File: src/rtl/hs4_resp_fifo_if.sv
// Bundle of the send/ack handshake and the consumer pop port for hs4_resp_fifo.
// master = initiator/consumer side, slave = the responder FIFO.
interface hs4_resp_fifo_if #(
    parameter int DATA_W = 4,
    parameter int ADDR_W = 2
);
    logic              send;
    logic [DATA_W-1:0] dados;
    logic              ack;
    logic              rd_en;
    logic [DATA_W-1:0] rd_data;
    logic              empty;
    logic              full;
    logic [ADDR_W:0]   count;
    logic [1:0]        estado;

    modport master (
        output send, dados, rd_en,
        input  ack, rd_data, empty, full, count, estado
    );

    modport slave (
        input  send, dados, rd_en,
        output ack, rd_data, empty, full, count, estado
    );
endinterface

File: src/rtl/hs4_resp_fifo.sv
// Responder end of the 4-phase send/ack handshake: captures each offered word into a FIFO,
// withholds ack while full. Optional macro HS4_SYNC2_EN puts a 2-flop synchronizer on send.
module hs4_resp_fifo #(
    parameter int DATA_W = 4,
    parameter int DEPTH  = 4,
    parameter int ADDR_W = 2
) (
    input  logic clk,
    input  logic rst,
    hs4_resp_fifo_if.slave bus
);

    typedef enum logic [1:0] {
        IDLE    = 2'b00,
        STALL   = 2'b01,
        ACK_HI  = 2'b10,
        RECOVER = 2'b11
    } state_e;

    localparam logic [ADDR_W:0]   CNT_ONE  = (ADDR_W+1)'(1);
    localparam logic [ADDR_W:0]   CNT_FULL = (ADDR_W+1)'(DEPTH);
    localparam logic [ADDR_W-1:0] PTR_ONE  = ADDR_W'(1);

    state_e            state_q;
    logic              ack_q;
    logic [ADDR_W-1:0] wptr_q;
    logic [ADDR_W-1:0] rptr_q;
    logic [ADDR_W:0]   count_q;
    logic [ADDR_W:0]   count_d;
    logic              full_q;
    logic              empty_q;
    logic [DATA_W-1:0] rd_data_q;
    logic [DATA_W-1:0] mem_q [DEPTH];

    logic send_s;
    logic push;
    logic pop;

    // stage p0/p1: optional send synchronizer
`ifdef HS4_SYNC2_EN
    logic send_p0;
    logic send_p1;

    always_ff @(posedge clk) begin
        if (!rst) begin
            send_p0 <= 1'b0;
            send_p1 <= 1'b0;
        end else begin
            send_p0 <= bus.send;
            send_p1 <= send_p0;
        end
    end

    assign send_s = send_p1;
`else
    assign send_s = bus.send;
`endif

    // A word is taken only from IDLE or STALL, so a held send can never push twice.
    assign push = send_s && !full_q && ((state_q == IDLE) || (state_q == STALL));
    assign pop  = bus.rd_en && !empty_q;

    always_comb begin
        count_d = count_q;
        case ({push, pop})
            2'b10:   count_d = count_q + CNT_ONE;
            2'b01:   count_d = count_q - CNT_ONE;
            default: count_d = count_q;
        endcase
    end

    always_ff @(posedge clk) begin
        if (!rst) begin
            state_q <= IDLE;
            ack_q   <= 1'b0;
        end else begin
            case (state_q)
                IDLE: begin
                    if (send_s) begin
                        if (!full_q) begin
                            state_q <= ACK_HI;
                            ack_q   <= 1'b1;
                        end else begin
                            state_q <= STALL;
                        end
                    end
                end
                STALL: begin
                    // A send dropped while stalled is a protocol violation: abandon the offer.
                    if (!send_s) begin
                        state_q <= IDLE;
                    end else if (!full_q) begin
                        state_q <= ACK_HI;
                        ack_q   <= 1'b1;
                    end
                end
                ACK_HI: begin
                    if (!send_s) begin
                        state_q <= RECOVER;
                        ack_q   <= 1'b0;
                    end
                end
                RECOVER: begin
                    state_q <= IDLE;
                end
                default: begin
                    state_q <= IDLE;
                    ack_q   <= 1'b0;
                end
            endcase
        end
    end

    // stage p0: pointers, occupancy and the registered read port
    always_ff @(posedge clk) begin
        if (!rst) begin
            wptr_q    <= '0;
            rptr_q    <= '0;
            count_q   <= '0;
            full_q    <= 1'b0;
            empty_q   <= 1'b1;
            rd_data_q <= '0;
        end else begin
            if (push) begin
                wptr_q <= wptr_q + PTR_ONE;
            end
            if (pop) begin
                rd_data_q <= mem_q[rptr_q];
                rptr_q    <= rptr_q + PTR_ONE;
            end
            count_q <= count_d;
            full_q  <= (count_d == CNT_FULL);
            empty_q <= (count_d == '0);
        end
    end

    // Storage carries no reset; contents are dead once the pointers clear.
    always_ff @(posedge clk) begin
        if (push) begin
            mem_q[wptr_q] <= bus.dados;
        end
    end

    assign bus.ack     = ack_q;
    assign bus.rd_data = rd_data_q;
    assign bus.empty   = empty_q;
    assign bus.full    = full_q;
    assign bus.count   = count_q;
    assign bus.estado  = state_q;

endmodule

File: src/flat_wrapper.sv
// flat-port wrapper written by rule: the top's interface ports become plain ports
module hs4_resp_fifo_flat 
#(
    parameter int DATA_W = 4,
    parameter int DEPTH  = 4,
    parameter int ADDR_W = 2
)
  (clk, rst, bus_send, bus_dados, bus_rd_en, bus_ack, bus_rd_data, bus_empty, bus_full, bus_count, bus_estado);
  hs4_resp_fifo_if #(.DATA_W(DATA_W), .ADDR_W(ADDR_W)) bus_i ();
  input  logic clk;
  input  logic rst;
  input wire logic [$bits(bus_i.send)-1:0] bus_send;
  input wire logic [$bits(bus_i.dados)-1:0] bus_dados;
  input wire logic [$bits(bus_i.rd_en)-1:0] bus_rd_en;
  output wire logic [$bits(bus_i.ack)-1:0] bus_ack;
  output wire logic [$bits(bus_i.rd_data)-1:0] bus_rd_data;
  output wire logic [$bits(bus_i.empty)-1:0] bus_empty;
  output wire logic [$bits(bus_i.full)-1:0] bus_full;
  output wire logic [$bits(bus_i.count)-1:0] bus_count;
  output wire logic [$bits(bus_i.estado)-1:0] bus_estado;
  assign bus_i.send = bus_send;
  assign bus_i.dados = bus_dados;
  assign bus_i.rd_en = bus_rd_en;
  assign bus_ack = bus_i.ack;
  assign bus_rd_data = bus_i.rd_data;
  assign bus_empty = bus_i.empty;
  assign bus_full = bus_i.full;
  assign bus_count = bus_i.count;
  assign bus_estado = bus_i.estado;
  hs4_resp_fifo #(.DATA_W(DATA_W), .DEPTH(DEPTH), .ADDR_W(ADDR_W)) u_core (.clk(clk), .rst(rst), .bus(bus_i));
endmodule
File: config.mk
export PLATFORM = sky130hd
export DESIGN_NAME = hs4_resp_fifo_flat
export DESIGN_NICKNAME = d
export VERILOG_FILES = /design/src/rtl/hs4_resp_fifo_if.sv /design/src/rtl/hs4_resp_fifo.sv /design/src/flat_wrapper.sv
export SDC_FILE = /design/constraint.sdc
export NUM_CORES = 1
export LEC_CHECK = 0
export ABC_AREA = 1
export ABC_CLOCK_PERIOD_IN_PS = 3300
export BUFFER_PORTS_ARGS = -buffer_cell sky130_fd_sc_hd__buf_2
export CORE_UTILIZATION = 45
export DETAILED_ROUTE_END_ITERATION = 8
export GPL_TIMING_DRIVEN = 1
export PLACE_DENSITY_LB_ADDON = 0.25
export RECOVER_POWER = 100
export REMOVE_ABC_BUFFERS = 1
export SLEW_MARGIN = 20
export SYNTH_ARGS = -nofsm -noshare
export SYNTH_HDL_FRONTEND = slang
export SYNTH_SLANG_ARGS = --single-unit
export TNS_END_PERCENT = 1
File: constraint.sdc
create_clock -name clk -period 3.3 [get_ports clk]
set_input_delay 0.66 -clock clk [delete_from_list [all_inputs] [get_ports clk]]
set_output_delay 0.66 -clock clk [all_outputs]
set_load 0.005 [all_outputs]
==> summary.md <==
| Metric | Value |
|---|---|
| Status | complete, but fails checks |
| Failing checks | DRC |
| Worst Path Max Fanout | 11 |
| Final setup fails | 0 |
| CP max stage delay | 0.38 ns |
| Clk_lat worst skew | 0.35 ns |
| Cell-internal power | 0.660 mW |
| Combinational Power Share | 25.9% |
| Pins Over Slew Limit | 0 |
| WP depth | 12 |
| Maximum number of pins on one net before global-route repair | 13 |
| WL per Instance | 11.9 um |
| Mapped Area | 1370 um^2 |
| Post-route ant nets | 0 |
| Worst reg-to-reg setup slack | 1.20 ns |
| Synthesized area per cell | 9.58 um^2 |
| Power Total | 1.02 mW |
| Startpoint types | flop |
| Post-CTS Setup Inserts | 0 |
| Final Cycle Share | 63.7% |
| Ranking of synthesized cells by area | edfxtp_1 35%, dfxtp_1 23%, nor2_1 7.1% |
| CTS Root Cell | clkbuf_4 |
| Hold_sp | u_core.bus.ack |
| Initial Util | 48.4% |
| Area delta synth->final | 11.1% |
| P per Cell Area | 667 nW/um^2 |
| Clock transition at path regs | 0.11 ns |
| Area of the core | 2830 um^2 |
| Initial antenna violation count | 0 |
| Cts repair resizes | 0 |
| Syn. warnings | 0 |
| Clock Sink Count | 32 |
| GRT Util Overall | 16.9% |
| Critical path start-end classification | flop to flop |
| Hold Fails Final Rpt | 0 |
| Number of DRC markers in iteration 0 | 32 |
| Flops & latches, synth | 32 |
| Worst Path Arrival | 2.39 ns |
| Netlist cell types | 23 |
| Crit path cell chain | inv_1 -> nand3_1 -> nand2_1 -> inv_1 -> fa_1 -> inv_1 -> nand2_1 -> nand2_1 -> nand2_1 -> nand2_1 -> nand2_1 -> nor2_2 |
| Share of cells above drive strength 1 | 16.1% |
| Clock H-tree levels | 2 |
| Fin crit period | 2.10 ns |
| Crit-path slowest cell | fa_1 |
| Die Y | 57.2 um |
| CTS buffer count | 5 |
| Hold-fix buffers, CTS | 0 |
| Vias per cell | 4.92 |
| Via count | 979 |
| Sw Share | 35.0% |
| Worst r2r src | u_core.bus.estado[1] |
| First-pass DRT Iterations | 6 |
| Critical Path Start | u_core.bus.estado[1] |
| Die area | 3270 um^2 |
| Slew margin rel. | 71.9% |
| Hold Path Class | flop to flop |
| Post-DP Area | 1490 um^2 |
| Worst slew pin tran | 0.421 ns |
| Critical Path Sink Type | flop |
| Post-route cell area | 1520 um^2 |
| Static leakage | 0.678 nW |
| MaxCap Viol Count | 0 |
| Nets | 180 |
| Buf+Inv Stages, Crit Path | 3 |
| Row cnt | 19 |
| # DRC | 5 |
| Gpl congestion | 0.740 |
| HPWL after detailed placement | 1660 um |
| Leading area contributor after synthesis | edfxtp_1 |
| Sequential area share after synthesis | 58.4% |
| Antenna cells | 0 |
| RSZ-0062 raised after global routing | false |
| Final Routed Wirelength | 2380 um |
| Critical path's top delay family | simple AND/OR/NAND/NOR gates |
| Sequential share of power | 51.2% |
| First-pass GRT wire length | 4000 um |
| I/O Buffers | 19 |
| Bufs on Longest Clock Path | 2 |
| Clock network fraction of total power | 22.8% |
| Die Width | 57.2 um |
| Yosys top cell area share | 35.1% |
| Cell mode on critical path | nand2_1 |
| Maximum vdd drop | 0.331 mV |
| CTS tree | done |
| Setup TNS | 0 ns |
| I/O Pins | 20 |
| NetSw | 0.355 mW |
| Cells after Synth | 143 |
| GR Overflow Total | 0 |
| Hold Crit Depth | 2 |
| Final Skew | 0.0118 ns |
| Vias in the first global route | 909 |
| Fmax | 476 MHz |
| CP Data Required Time | 3.59 ns |
| Reg2reg path depth | 12 |
-- through the flow --
step	instances	setup slack [ns]	utilization [%]	hold slack [ns]
after floorplan	141	1.44	-	0.463
after global placement	191	1.24	52.7	0.463
after detailed placement	191	1.18	52.7	0.463
after CTS	199	1.49	54.9	0.482
after global routing	199	0.979	53.8	0.511
final	199	1.20	53.8	0.473
-- kinds of logic (layout without fill, tap and decap cells) --
kind of cell,after synthesis,after routing,share of synthesized area [%]
DFF,32,32,58.4
AOI/OAI and AO/OA,25,25,9.95
adders and majority gates,5,5,5.11
and+or+nand+nor,50,50,17.3
buffers and inverters,30,55,8.58
xor gates and xnor gates,1,1,0.639
-- layout by cell type (no fill, tap or decap), drive strengths merged, types with 4 or more instances in the layout --
| master | count |
|---|---|
| nand2 | 15 |
| dfxtp | 16 |
| nand3 | 5 |
| clkbuf | 13 |
| ha | 4 |
| edfxtp | 16 |
| a21oi | 4 |
| buf | 11 |
| nor2 | 29 |
| o22ai | 4 |
| o21ai | 15 |
| inv | 27 |
-- worst min-delay path, delay by kind of cell (launching register included) --
family	cells	cell delay (ns)
flip-flops	1	0.33
AO/OA/AOI/OAI	1	0.06
buffers and inverters	1	0.04
-- metal layers --
layer / vias up / track usage, % / share of wire (%)
met3: 9 / 5.67 / 4.7
met5: - / 0 / 0
met2: 20 / 24.7 / 46
li1: 505 / - / -
met4: 0 / 11.5 / 2.7
met1: 445 / 21.3 / 47
-- Yosys cell counts (all sizes together) --
cell type and instances:
buf 2, dfxtp 16, clkinv 1, inv 27, edfxtp 16, a21oi 4
nand3 5, a221oi 1, fa 1, o21ai 15, a211oi 1, nand2 15
or2 1, xor2 1, nor2 29, o22ai 4, ha 4
-- final timing paths --
path,endpoint
worst max-delay path,u_core.bus.full
worst min-delay path,u_core.bus.ack
worst max register to register,u_core.bus.full
worst min register to register,u_core.bus.ack
-- flip-flops by register name, summed over array words and instances (netlist names) --
| name | count |
|---|---|
| u_core.bus.full | 1 |
| u_core.mem_q | 16 |
| u_core.wptr_q | 2 |
| u_core.bus.empty | 1 |
| u_core.bus.estado | 2 |
| u_core.bus.rd_data | 4 |
| u_core.rptr_q | 2 |
| u_core.bus.count | 3 |
| u_core.bus.ack | 1 |
-- cell type report --
cell class	instances	area (um^2)
Clock buffer	5	37.5
Fill cell	259	1310
Tap cell	31	38.8
Sequential cell	32	801
Timing Repair Buffer	19	85.1
Clock inverter	3	23.8
Inverter	28	105
Multi-Input combinational cell	81	432
-- power by group through the flow --
stage	Clock [mW]	Combinational [mW]	Sequential, mW
6_report	0.232	0.263	0.520
5_1_grt	0.258	0.300	0.528
4_1_cts	0.241	0.282	0.521
3_5_place_dp	0	0.277	0.529
3_3_place_gp	0	0.270	0.527
2_1_floorplan	0	0.194	0.526
Note: power is estimated with default switching activity, not from simulation.
